### config.mk
export PLATFORM = sky130hd
export DESIGN_NAME = spi_burst_rx
export DESIGN_NICKNAME = d
export VERILOG_FILES = /design/src/rtl/spi_pkg.sv /design/src/rtl/spi_shift_word.sv /design/src/rtl/spi_burst_rx.sv
export SDC_FILE = /design/constraint.sdc
export NUM_CORES = 1
export LEC_CHECK = 0
export CORE_UTILIZATION = 47
export CTS_CLUSTER_SIZE = 12
export DETAILED_ROUTE_END_ITERATION = 12
export GPL_ROUTABILITY_DRIVEN = 1
export PLACE_DENSITY = 0.75
export RECOVER_POWER = 25
export SLEW_MARGIN = 20
export SYNTH_ARGS = -nofsm -noshare
export SYNTH_HDL_FRONTEND = slang
export SYNTH_SLANG_ARGS = --single-unit
### constraint.sdc
create_clock -name ck -period 1.7 [get_ports ck]
set_clock_uncertainty 0.15 [all_clocks]
set_input_delay 0.51 -clock ck [delete_from_list [all_inputs] [get_ports ck]]
set_output_delay 0.51 -clock ck [all_outputs]
set_load 0.02 [all_outputs]
### src/rtl/spi_pkg.sv
`default_nettype none
// ============================================================================
// Module      : spi_pkg
// Description : Shared definitions for the SPI burst receive path.
//               - clog2 : ceiling log2 for sizing counters and indices
//               - ACC_WIDTH / ACC_AXES : accelerometer default word size and
//                 axis count (X/Y/Z)
//               - `SPI_BURST_SLICE(k, w) : part-select of word k inside a
//                 packed burst of w-bit words (word 0 in the LSBs)
// Revision    : 1.0 - initial release
// ============================================================================

`ifndef SPI_BURST_SLICE
`define SPI_BURST_SLICE(k, w) (k)*(w) +: (w)
`endif

package spi_pkg;

  localparam int ACC_WIDTH = 8;
  localparam int ACC_AXES  = 3;

  // Smallest r with 2**r >= value; returns 0 for value <= 1.
  function automatic int clog2(input int value);
    int result;
    result = 0;
    while ((1 << result) < value) begin
      result = result + 1;
    end
    return result;
  endfunction

endpackage

`default_nettype wire

### src/rtl/spi_shift_word.sv
`default_nettype none
// ============================================================================
// Module      : spi_shift_word
// Description : Serial-in shift register plus bit counter for one SPI word.
//               Presents the post-shift value and a completion flag
//               combinationally so the caller can register the finished word
//               on the same edge that shifts in its last bit.
// Ports       : ck        - system clock (rising edge)
//               rst       - synchronous active-high reset
//               clr       - frame-off; clears the bit counter, blocks shifting
//               shift_en  - shift miso in on this edge
//               miso      - serial data in
//               word      - register contents after this edge's shift
//               done      - this edge shifts the final bit of the word
//               busy      - a partial word is held (bit counter non-zero)
// Revision    : 1.0 - initial release
// ============================================================================

module spi_shift_word
  import spi_pkg::*;
#(
  parameter int WIDTH     = 8,
  parameter bit MSB_FIRST = 1'b1
) (
  input  logic             ck,
  input  logic             rst,
  input  logic             clr,
  input  logic             shift_en,
  input  logic             miso,
  output logic [WIDTH-1:0] word,
  output logic             done,
  output logic             busy
);

  localparam int               CNT_W    = clog2(WIDTH);
  localparam logic [CNT_W-1:0] LAST_BIT = CNT_W'(WIDTH - 1);

  logic [WIDTH-1:0] sr;
  logic [WIDTH-1:0] sr_next;
  logic [CNT_W-1:0] bit_cnt;

  generate
    if (MSB_FIRST) begin : g_msb_first
      assign sr_next = {sr[WIDTH-2:0], miso};
    end else begin : g_lsb_first
      assign sr_next = {miso, sr[WIDTH-1:1]};
    end
  endgenerate

  assign word = sr_next;
  assign done = shift_en && (bit_cnt == LAST_BIT);
  assign busy = (bit_cnt != '0);

  // sr is not cleared on frame-off: a fresh word overwrites every bit
  // before it can complete, so stale contents never leak out.
  always_ff @(posedge ck) begin
    if (rst) begin
      sr      <= '0;
      bit_cnt <= '0;
    end else if (clr) begin
      bit_cnt <= '0;
    end else if (shift_en) begin
      sr      <= sr_next;
      bit_cnt <= done ? '0 : bit_cnt + 1'b1;
    end
  end

endmodule

`default_nettype wire

### src/rtl/spi_burst_rx.sv
`default_nettype none
// ============================================================================
// Module      : spi_burst_rx
// Description : Chip-select framed SPI receiver. Deserialises miso into
//               WIDTH-bit words and groups WORDS consecutive words into a
//               burst that is published atomically on burst_out.
// Ports       : ck         - system clock (rising edge)
//               rst        - synchronous active-high reset
//               cs_n       - chip select, active low; high frames off
//               sh_data    - miso holds a valid bit this cycle
//               miso       - serial data in
//               data_out   - last completed word (held)
//               word_valid - one-cycle pulse when data_out updates
//               word_idx   - burst position of the word in data_out
//               burst_out  - last completed burst, word k at [k*WIDTH +: WIDTH]
//               burst_done - one-cycle pulse when burst_out updates
//               abort      - one-cycle pulse when cs_n rises mid word/burst
// Revision    : 1.0 - initial release
// ============================================================================

module spi_burst_rx
  import spi_pkg::*;
#(
  parameter int WIDTH     = ACC_WIDTH,
  parameter int WORDS     = ACC_AXES,
  parameter bit MSB_FIRST = 1'b1
) (
  input  logic                   ck,
  input  logic                   rst,
  input  logic                   cs_n,
  input  logic                   sh_data,
  input  logic                   miso,
  output logic [WIDTH-1:0]       data_out,
  output logic                   word_valid,
  output logic [clog2((WORDS < 2) ? 2 : WORDS)-1:0] word_idx,
  output logic [WORDS*WIDTH-1:0] burst_out,
  output logic                   burst_done,
  output logic                   abort
);

  localparam int               IDX_W     = clog2((WORDS < 2) ? 2 : WORDS);
  localparam logic [IDX_W-1:0] LAST_WORD = IDX_W'(WORDS - 1);

  logic                   shift_en;
  logic [WIDTH-1:0]       word;
  logic                   word_done;
  logic                   bit_busy;
  logic [IDX_W-1:0]       word_cnt;
  logic [WORDS*WIDTH-1:0] stage;
  logic [WORDS*WIDTH-1:0] stage_next;

  // cs_n high always wins over sh_data: no shift while framed off.
  assign shift_en = !cs_n && sh_data;

  spi_shift_word #(
    .WIDTH     (WIDTH),
    .MSB_FIRST (MSB_FIRST)
  ) u_shift (
    .ck       (ck),
    .rst      (rst),
    .clr      (cs_n),
    .shift_en (shift_en),
    .miso     (miso),
    .word     (word),
    .done     (word_done),
    .busy     (bit_busy)
  );

  // Staging buffer with the completing word merged into its slot, so the
  // final word of a burst reaches burst_out on the same edge it completes.
  always_comb begin
    stage_next = stage;
    for (int k = 0; k < WORDS; k++) begin
      if (word_cnt == IDX_W'(k)) begin
        stage_next[`SPI_BURST_SLICE(k, WIDTH)] = word;
      end
    end
  end

  always_ff @(posedge ck) begin
    if (rst) begin
      data_out   <= '0;
      word_valid <= 1'b0;
      word_idx   <= '0;
      burst_out  <= '0;
      burst_done <= 1'b0;
      abort      <= 1'b0;
      word_cnt   <= '0;
      stage      <= '0;
    end else begin
      word_valid <= 1'b0;
      burst_done <= 1'b0;
      abort      <= 1'b0;
      if (cs_n) begin
        // Staging is left stale; every slot is rewritten before the next
        // burst can complete.
        word_cnt <= '0;
        abort    <= bit_busy || (word_cnt != '0);
      end else if (word_done) begin
        data_out   <= word;
        word_valid <= 1'b1;
        word_idx   <= word_cnt;
        stage      <= stage_next;
        if (word_cnt == LAST_WORD) begin
          burst_out  <= stage_next;
          burst_done <= 1'b1;
          word_cnt   <= '0;
        end else begin
          word_cnt <= word_cnt + 1'b1;
        end
      end
    end
  end

endmodule

`default_nettype wire

==> results of run 1 <==
## placed cells by master (no fill, tap or decap), drive strengths merged, types with 10 or more instances in the layout
cell	synthesis	layout
a21oi	38	38
buf	8	23
clkbuf	17	16
clkdlybuf4s15	0	13
dfxtp	65	65
dlygate4sd2	0	22
mux2i	24	24
nand2	23	23
nand2b	25	25
nand3	24	24
nor2	10	10
o21ai	24	24
## cell families after synthesis
kind of cell,share of synthesized area
and+or+nand+nor,0.202
muxes,0.0951
buffers and inverters,0.0505
AOI/OAI and AO/OA,0.123
DFF,0.515
adders and majority gates,0.0149
## synth_stat cells (3+ instances only)
master | number | area [sq um]
nand2b_1 | 25 | 156
o21ai_0 | 24 | 120
inv_1 | 3 | 11.3
ha_1 | 3 | 37.5
nand3_1 | 24 | 120
dfxtp_1 | 65 | 1300
a21oi_1 | 38 | 190
nand2_1 | 23 | 86.3
nor2_1 | 10 | 37.5
clkbuf_1 | 17 | 63.8
mux2i_1 | 24 | 240
buf_2 | 6 | 30.0
## report_power, final
group	total (mW)	internal (mW)	switching [mW]
clock network	1.17	0.603	0.570
logic	0.0898	0.0453	0.0445
registers	1.53	1.52	0.00451
total	2.79	2.17	0.619
## final cells by class
class / count / area share
Timing Repair Buffer: 63 / 0.178
Inverter: 3 / 0.00341
Tap cell: 70 / 0.0265
Multi-Input combinational cell: 184 / 0.343
Clock inverter: 3 / 0.00455
Sequential cell: 65 / 0.396
Clock buffer: 13 / 0.0481
## sequential cells by signal (all words and copies together), names as in the netlist
| signal | flops |
|---|---|
| abort | 1 |
| burst_done | 1 |
| burst_out | 24 |
| data_out | 8 |
| stage | 16 |
| u_shift.bit_cnt | 3 |
| u_shift.sr | 7 |
| word_cnt | 2 |
| word_idx | 2 |
| word_valid | 1 |
## metal layers
metal	GRT usage	vias up	part of all wire
li1	-	1038	-
met5	0	-	0
met2	0.338	42	0.47
met4	0.0926	0	0.016
met3	0.0608	9	0.038
met1	0.274	986	0.48
## worst max path at each step
stage | end | cells after the start
floorplan | stage[0] | 5
global placement | stage[10] | 6
detailed placement | stage[11] | 6
CTS | burst_out[9] | 6
global route | stage[10] | 7
finish | word_idx[0] | 1
## stage by stage
stage	cells	area (sq um)	hold WS (ns)	worst slack [ns]
after CTS	395	3230	0.307	-0.0188
after floorplan	277	2550	0.294	0.00934
after detailed placement	379	3090	0.300	-0.430
final	401	3300	0.305	0.0268
after global placement	379	3090	0.297	-0.384
after global routing	401	3300	0.328	-0.0672
## timing repair
item | CTS | global route
gates resized for setup | 41 | 27
gates cloned | 0 | 1
setup endpoints to repair | 46 | 49
pin swaps | 1 | 1
setup buffers | 0 | 5
## worst min-delay path: cells and delay by family, from the launching register on
kind	cells	cell delay, ns
compound gates	1	0.05
simple gates	1	0.05
flops	1	0.31
==> summary.md, run 1 <==
| Metric | Value |
|---|---|
| Post-DR vias/cell | 5.17 |
| Chip Width | 75.3 um |
| RePlAce Congestion | 0.757 |
| Type of the worst min-delay path | flip-flop to flip-flop |
| I/O Buffers | 41 |
| Status | complete, no violations |
| Max-cap violations | 0 |
| Req. time, crit path | between 1 and 1.5 ns |
| Core Rows | 26 |
| Final period util | 0.984 |
| Post-Syn Area per Cell | 9.12 sq um |
| Vias in the first global route | 1833 |
| Die area | between 5000 and 6000 sq um |
| Yosys warning total | 0 |
| IO Pins | 42 |
| Overall Global Routing Usage | 0.214 |
| Clock Path Buffers | 2 |
| Number of synthesized flops with an enable pin | 0 |
| Leakage | 1.38 nW |
| Synth unique cells | 24 |
| First-pass GRT wire length | 8820 um |
| Number of hold buffers added after CTS | 0 |
| Synth Register Bits | 65 |
| Top_reg_cell synth | dfxtp_1 |
| WL final | 5730 um |
| FFs w/ async S/R, synth | 0 |
| Hold-critical path depth | 2 |
| Dominant delay contributor by cell family on the critical path | buffers and inverters |
| Number of fill cells | about 460 |
| Critical Path AT | a little over 1 ns |
| CTS tree | yes |
| 1st-iter DRT viols | about 110 |
| Vias | 2075 |
| Power, Total | between 2 and 3 mW |
| Slew headroom | 0.746 |
| Worst Hold Path EP | data_out[7] |
| Crit path max-delay cell type | dlygate4sd2_1 |
| CP bufs+invs | 1 |
| CP endpoint kind | output port |
| CTS sink count | 65 |
| Post-Syn Area | approximately 2500 sq um |
| RSZ-0062 raised after global routing | true |
| Fin. max-slew vios | 0 |
| Fin crit period | 1.67 ns |
| Launch point of the worst path | word_idx[0] |
| Initial Util | 0.491 |
| Htree depth | 3 |
| GRT overflow | 0 |
| P&R area growth vs syn | 30.8% |
| Hold_sp | data_out[7] |
| Multi-input logic area | 1130 sq um |
| Syn Inst Count | 277 |
| Crit-path max cell delay | 0.34 ns |
| Detailed Routing Iterations Pass 1 | 4 |
| CP Cell Sequence | dlygate4sd2_1 |
| Worst-skew pair later-pin latency | 0.34 ns |
| Synth Net Count | 285 |
| Reg2reg setup slack | 0.04 ns |
| Cts bufs inserted | 9 |
| Seq/Total Area, Yosys | 0.515 |
| Final count of hold timing violations | 0 |
| Initial antenna violation count | 0 |
| Drc violations | 0 |
| DRT antenna net count | 0 |
| Worst Reg-to-Reg Cells | 7 |
| Startpoint Class | flip-flop |
| DP HPWL | 3540 um |
| CP Class | flip-flop to output port |
| VDD IR max | 0.000579 V |
| Reg2reg end | stage[11] |
| Die Y | 75.3 um |
| Worst r2r src | u_shift.bit_cnt[1] |
| Crit Path Max Fanout | 2 |
| Endpoints failing setup | 0 |
| Clock slew at reported path FFs | 0.06 ns |
| Reg area | 1310 sq um |
| Final core occ | 0.643 |
| Worst slew pin tran | 0.381 ns |
| Final layout net count | 334 |
| Routed WL per cell | 14.3 um |
| Placeable Area | 5140 sq um |
| PD cells | roughly 840 nW/um^2 |
| Clock Root Buffer | clkbuf_8 |
| Layout cell share with drive strength beyond 1 | 0.145 |
| Largest net degree at the start of global routing | 38 |
| Fmax achieved | 0.598 GHz |
| ANT cells | 0 |
| Setup tns final | 0 ns |
(Power assumes the default switching activity.)
==> inputs of run 2 (changes only) <==
Settings changed: SLEW_MARGIN 20 to default.
==> results of run 2 <==
Final layout, timing and power as in run 1 (identical DEF).
